`src/rtl/mips_datapath.sv`:
```
// Multicycle MIPS datapath: PC, IR, MDR, A, B, ALUOut, 32x32 register file and ALU,
// steered cycle by cycle by the control unit's strobes over one unified memory port.
module mips_datapath #(
    parameter logic [31:0] RESET_PC = 32'h0000_0000
) (
    input  logic        clk,
    input  logic        rst,
    input  logic        PCEn,
    input  logic        IorD,
    input  logic        IRWrite,
    input  logic        RegWrite,
    input  logic        RegDst,
    input  logic        MemtoReg,
    input  logic        ALUSrcA,
    input  logic [1:0]  PCSource,
    input  logic [1:0]  ALUSrcB,
    input  logic [2:0]  ALUSel,
    input  logic [31:0] mem_rdata,
    output logic [31:0] mem_addr,
    output logic [31:0] mem_wdata,
    output logic [5:0]  opcode,
    output logic [5:0]  func,
    output logic        zero,
    output logic [31:0] pc
);

    logic [31:0] pc_q, pc_d;
    logic [31:0] ir_q;
    logic [31:0] mdr_q;
    logic [31:0] a_q;
    logic [31:0] b_q;
    logic [31:0] aluout_q;
    logic [31:0] regs_q [0:31];

    logic [4:0]  rs_addr, rt_addr, wr_addr;
    logic [31:0] rs_data, rt_data, wr_data;
    logic [31:0] imm_sext;
    logic [31:0] src_a, src_b;
    logic [31:0] alu_result;

    assign rs_addr  = ir_q[25:21];
    assign rt_addr  = ir_q[20:16];
    assign wr_addr  = RegDst ? ir_q[15:11] : ir_q[20:16];
    assign wr_data  = MemtoReg ? mdr_q : aluout_q;
    assign rs_data  = (rs_addr == 5'd0) ? 32'd0 : regs_q[rs_addr];
    assign rt_data  = (rt_addr == 5'd0) ? 32'd0 : regs_q[rt_addr];
    assign imm_sext = {{16{ir_q[15]}}, ir_q[15:0]};

    assign src_a = ALUSrcA ? a_q : pc_q;

    always_comb begin
        src_b = b_q;
        case (ALUSrcB)
            2'b00: src_b = b_q;
            2'b01: src_b = 32'd4;
            2'b10: src_b = imm_sext;
            2'b11: src_b = {imm_sext[29:0], 2'b00};
            default: src_b = b_q;
        endcase
    end

    always_comb begin
        alu_result = 32'd0;
        case (ALUSel)
            3'b000: alu_result = src_a & src_b;
            3'b001: alu_result = src_a | src_b;
            3'b010: alu_result = src_a + src_b;
            3'b110: alu_result = src_a - src_b;
            3'b111: alu_result = {31'd0, $signed(src_a) < $signed(src_b)};
            3'b011: alu_result = src_b >> src_a[4:0];
            default: alu_result = 32'd0;
        endcase
    end

    // PCSource 11 feeds the current PC back, so PCEn with 11 is a hold.
    always_comb begin
        pc_d = pc_q;
        case (PCSource)
            2'b00: pc_d = alu_result;
            2'b01: pc_d = aluout_q;
            2'b10: pc_d = {pc_q[31:28], ir_q[25:0], 2'b00};
            2'b11: pc_d = pc_q;
            default: pc_d = pc_q;
        endcase
    end

    always_ff @(posedge clk or negedge rst) begin
        if (!rst) begin
            pc_q     <= RESET_PC;
            ir_q     <= 32'd0;
            mdr_q    <= 32'd0;
            a_q      <= 32'd0;
            b_q      <= 32'd0;
            aluout_q <= 32'd0;
        end else begin
            if (PCEn) begin
                pc_q <= pc_d;
            end
            if (IRWrite) begin
                ir_q <= mem_rdata;
            end
            mdr_q    <= mem_rdata;
            a_q      <= rs_data;
            b_q      <= rt_data;
            aluout_q <= alu_result;
        end
    end

    // No write-to-read bypass: A/B capture the pre-edge contents on a write edge.
    always_ff @(posedge clk or negedge rst) begin
        if (!rst) begin
            for (int i = 0; i < 32; i++) begin
                regs_q[i] <= 32'd0;
            end
        end else if (RegWrite && (wr_addr != 5'd0)) begin
            regs_q[wr_addr] <= wr_data;
        end
    end

    assign mem_addr  = IorD ? aluout_q : pc_q;
    assign mem_wdata = b_q;
    assign opcode    = ir_q[31:26];
    assign func      = ir_q[5:0];
    assign zero      = (alu_result == 32'd0);
    assign pc        = pc_q;

endmodule

```
`config.mk`:
```
export PLATFORM = sky130hd
export DESIGN_NAME = mips_datapath
export DESIGN_NICKNAME = d
export VERILOG_FILES = /design/src/rtl/mips_datapath.sv
export SDC_FILE = /design/constraint.sdc
export NUM_CORES = 2
export LEC_CHECK = 0
export CORE_MARGIN = 3
export CORE_UTILIZATION = 26
export CTS_CLUSTER_SIZE = 16
export DETAILED_ROUTE_END_ITERATION = 10
export PLACE_DENSITY = 0.37
export SKIP_CTS_REPAIR_TIMING = 1
export SYNTH_ARGS = -nofsm -noshare
export SYNTH_HDL_FRONTEND = slang
export SYNTH_SLANG_ARGS = --single-unit
```
`constraint.sdc`:
```
create_clock -name clk -period 6.5 [get_ports clk]
set_clock_uncertainty 0.1 [all_clocks]
set_input_delay 0.65 -clock clk [delete_from_list [all_inputs] [get_ports clk]]
set_output_delay 0.65 -clock clk [all_outputs]
set_load 0.1 [all_outputs]
```
# Word-level counts from Yosys, hierarchy flattened
# Index checks and enable logic that the tools add are counted.
[totals] output_inout_bits=109 wordCells=94 in_bits=48 regBits=1216
[classes] bitwise_logic=7 addsub=2 magnitude_cmp=5 n_shift=1 n_reduce_logical=11 eq_ne=11 n_mux=18
[ops] cell="$bwmux W1024" n=1
[ops] cell="$bmux W32 S5" n=2
[ops] cell="$mux W32" n=10
[ops] cell="$pmux W32 S6" n=1
[ops] cell="$demux W32 S5" n=1
[ops] cell="$pmux W32 S4" n=1
[ops] cell="$pmux W32 S3" n=1
[ops] cell="$add A32 B32 Y32" n=1
[ops] cell="$and A32 B32 Y32" n=1
[ops] cell="$logic_not A32 Y1" n=1
[ops] cell="$lt A32 B32 Y1" n=1
[ops] cell="$or A32 B32 Y32" n=1
[ops] cell="$shr A32 B5 Y32" n=1
[ops] cell="$sub A32 B32 Y32" n=1
[ops] cell="$ge A6 B6 Y1 const B" n=3
[ops] cell="$not A5 Y6" n=3
[ops] cell="$logic_not A5 Y1" n=2
[ops] cell="$eq A2 B2 Y1 const B" n=4
[ops] cell="$eq A3 B2 Y1 const B" n=2
[ops] cell="$eq A3 B3 Y1 const B" n=2
[ops] cell="$lt A6 B1 Y1 const B" n=1
[ops] cell="$mux W5" n=1
[ops] cell="$reduce_bool A5 Y1" n=1
[ops] cell="$eq A2 B1 Y1 const B" n=2
[ops] cell="7 further kinds" n=10

# Longest topological paths before layout
[logic_depth] ltp_word=7 ltp_mapped=20

# Worst setup path after synthesis
# OpenSTA, ideal clock, no wires.
[synth_path] path_type="reg2out" start="reg pc_q[2] (netlist: pc[2])" end="out zero" t_arrival_ps=5985 n_path_buf=2 path_stages_with_launch=17 setup_slack_ps=-235 path_cell_list="dfrtp_1 mux2i_1 inv_2 clkbuf_1 clkbuf_1 ha_1 a21o_1 a211oi_1 a21oi_1 xnor2_1 a221o_1 or4_4 or3b_1 nor4_1 and4_1 nand4b_1 nor2_1"
[synth_between] elab_chain_cells=4 word_cells_on_any_way=9 cone_classes="add/sub: 2; order compare: 1; shift: 1; mux: 2; bitwise: 2; reduce/logical: 1"
[synth_rtl] element="from (decl)" line_no="27" text="logic [31:0] pc_q, pc_d;"
[synth_rtl] element="from (signal assigned)" line_no="97" text="pc_q <= pc_d;"
[synth_rtl] element="$mux W32 (*)" line_no="49" text="assign src_a = ALUSrcA ? a_q : pc_q;"
[synth_rtl] element="$sub A32 B32 Y32, or another cell as far along" line_no="68" text="3'b110: alu_result = src_a - src_b;"
[synth_rtl] element="$pmux W32 S6 (*)" line_no="64" text="case (ALUSel)"
[synth_rtl] element="net alu_result[4]" line_no="39" text="logic [31:0] alu_result;"
[synth_rtl] element="$logic_not A32 Y1 (*)" line_no="124" text="assign zero = (alu_result == 32'd0);"
[synth_rtl] element="to (decl)" line_no="23" text="output logic zero,"
# The timed path passes the listed nets; every way through them passes the cells marked *.

# Worst setup path after layout
[layout_path] start="in ALUSrcB[0]" end="out zero"
[layout_between] elab_chain_cells=5 word_cells_on_any_way=13 cone_classes="add/sub: 2; order compare: 1; eq/ne: 3; shift: 1; mux: 2; bitwise: 2; reduce/logical: 2"
[layout_rtl] element="from (decl)" line_no="16" text="input logic [1:0] ALUSrcB,"
[layout_rtl] element="$eq A2 B2 Y1, or another cell as far along" line_no="53" text="case (ALUSrcB)"
[layout_rtl] element="$pmux W32 S4 (*)" line_no="53"
[layout_rtl] element="$sub A32 B32 Y32, or another cell as far along" line_no="68"
[layout_rtl] element="$pmux W32 S6 (*)" line_no="64"
[layout_rtl] element="net alu_result[24]" line_no="39"
[layout_rtl] element="$logic_not A32 Y1 (*)" line_no="124"
# Marks and branches as above.

==> results.toml <==
[final_layout]
multi_input_area_sq_um = 34100
fillers = 25801
seq_area_sq_um = 30500
syn_to_final_growth_pct = 19.0
drive_gt1_frac = 0.228
num-nets-final = 6284
design_area_sq_um = 79200

[power_and_ir_drop]
leakagePower_nw = 32.3
switching_share = 0.392
clock_power_share = 0.235
p_seq_frac = 0.363
p_per_area_nw_per_um2 = 491
peakVddDrop_mv = 0.289
combPwrFrac = 0.402
p_sw_mw = 15.2
intPower_mw = 23.7

[synthesis]
synth_area_leader_cell = "dfrtp_1"
ys_warn_count = 0
yosysSeqAreaShare = 0.457
synth_common_cells = "dfrtp_1 (1216), nor2_1 (1207), a21oi_1 (1121), mux4_2 (564), clkbuf_1 (499)"
ys_ff_latch = 1216
avgSynthCellArea_sq_um = 10.9
synthCells = 6109
synth_most_common_cell = "dfrtp_1"
ys_types = 92
synth.cell_area_sq_um = 66600
synth_top_area_share = 0.457
syn-num-nets = 6266
synthArstFlopShare = 1.00
synth_edf_count = 0
synthFlopType = "dfrtp_1"
synth_area_leaders = "dfrtp_1 (46%), mux4_2 (19%), a21oi_1 (8.4%)"

[timing]
fin_crit_sh = 0.979
relSlewSlack = 0.138
hold_viol = 0
finalSetupViolCount = 0
drv_slew = 0
period_minus_slack_ps = 6360
tightest_slew_ps = 1270
tns_ps = 0
fin_hold_ws_ps = 198
timing.fmax_mhz = 157

[critical_path]
reg2reg_slack_ps = 1980
end_kind = "primary output"
cp.arrival_ps = 5610
worst-setup-path-type = "input pin to primary output"
worstPathMaxFanout = 15
startpoint = "ALUSrcB[0]"
reg2reg_from = "ir_q[2]"
start_kind = "input pin"
critPathCapture = "zero"
required_ps = 5750
ff2ff_path_depth = 18
r2r_end = "pc[31]"

[floorplanning]
core_area_sq_um = 254000
dieWidth_microns = 512
dieArea_sq_um = 262000
num_rows = 185
die_y_microns = 512
ios = 157
start_util = 0.262

[drt]
vias = 50960
wl_microns = 286000
vias_per_cell = 5.30
dr.pass1.iters = 6
antenna_left = 0
drt_iter0_markers = 4672
wl_per_cell_microns = 29.7
post-route-drc-count = 0

[clocking]
clk_pin_slew_ps = 60
cts_sinks = 1216
cts_root_buffer = "clkbuf_16"
cts_tree = "yes"
clk_latency_ps = 830
cts_buffers = 150
htreeDepth = 4
clk_path_buf_depth = 3

[run]
maxCapViolCount = 0

[grt]
grt_pass1_vias = 51506
antenna_found_initial = 12
grt_pass1_wl_microns = 408000
grt_max_degree = 142
grt.overflow.total = 0
gr-usage-all-layers = 0.215

[placed_design]
postPlaceCellArea_sq_um = 73700
hpwl_microns = 187000
port_buffers = 156
gp_congestion = 0.951

[run_status]
status = "finished clean"

[worst_hold_path]
hold_class = "input pin to flop"
-- sequential cells by signal, summed over array words and instances (netlist names) --
signal     count
a_q           32
aluout_q      32
ir_q          32
mdr_q         32
mem_wdata     32
pc            32
regs_q      1024
-- cell families after synthesis --
group                      count (synthesis)  synth area share
AOI/OAI and AO/OA                       1572             0.137
and+or+nand+nor                         1542            0.0939
DFF                                     1216             0.457
muxes                                    908             0.245
buffers and inverters                    737            0.0433
adders and majority gates                109            0.0207
xor gates and xnor gates                  25           0.00329
-- layer usage --
layer  vias to the layer above  global-route usage  share of wire
li1                      22393                   -              -
met1                     26826               0.309           0.47
met2                      1426               0.344           0.46
met3                       315              0.0269          0.044
met4                         0              0.0557          0.025
met5                         -                   0              0
-- cell usage in the layout (no fill, tap or decap), drive strengths merged, types with 21 or more instances in the layout --
cell	synthesis	layout
a211oi	37	37
a22o	21	21
mux2i	205	205
clkinv	1	27
o221ai	23	23
clkbuf	499	212
ha	107	107
mux4	564	564
o211ai	22	22
inv	116	121
nand3	22	22
a21oi	1124	1124
clkdlybuf4s50	0	148
buf	121	337
mux2	139	139
o21ai	53	53
nand2	124	124
dfrtp	1216	1216
nor2	1208	1208
nor3	66	66
a221oi	60	60
a22oi	26	26
bufinv	0	21
o22ai	52	52
a21o	25	25
-- worst min-delay path by stage --
| stage | startpoint | endpoint | slack, ps | cells after the start |
|---|---|---|---|---|
| final | mem_rdata[23] | mdr_q[23] | 200 | 1 |
| after global routing | mem_rdata[23] | mdr_q[23] | 150 | 1 |
| after CTS | rst | regs_q[854] | -320 | 1 |
| after detailed placement | regs_q[1015] | regs_q[1015] | 280 | 0 |
| after global placement | regs_q[1016] | regs_q[1016] | 280 | 0 |
| after floorplan | rst | a_q[0] | 250 | 0 |
-- area by class of cell --
type / count / area share
repair buffers: 486 / 0.0589
flip-flops and latches: 1216 / 0.385
clock inverters: 56 / 0.0124
well taps: 3366 / 0.0531
inverters: 117 / 0.00554
multi-input cells: 4156 / 0.430
diodes: 4 / 0.000126
clock buffers: 212 / 0.0555
-- power by group through the flow --
| stage | Combinational, mW | Sequential, mW | Clock, mW |
|---|---|---|---|
| detailed placement | 15.5 | 14.2 | 0 |
| CTS | 15.6 | 14.1 | 9.44 |
| floorplan | 10.2 | 13.7 | 0 |
| finish | 15.6 | 14.1 | 9.16 |
| global route | 16.9 | 14.6 | 9.73 |
| global placement | 15.4 | 14.0 | 0 |
-- through the flow --
step	worst slack [ps]	instances	util	total power, mW
after detailed placement	-288	9339	0.290	29.7
final	137	9613	0.311	38.9
after global routing	-7.41	9610	0.311	41.2
after floorplan	211	6109	-	23.9
after CTS	-320	9607	0.311	39.1
after global placement	-289	9339	0.290	29.4
-- worst max-delay path, stage by stage --
cell and delay [ps]:
clkdlybuf4s50_1 510, buf_12 200, buf_12 130, mux2_1 330, a22o_1 200, ha_1 350, buf_4 220, nor4_2 270
o21ai_1 200, buf_4 180, nand4_1 130, o211ai_1 190, a31oi_2 290, a2111oi_2 110, a311oi_1 350, xnor2_1 180
o21ai_0 140, or4_1 570, nor2_4 200, buf_12 200
Note: power is estimated with default switching activity, not from simulation.
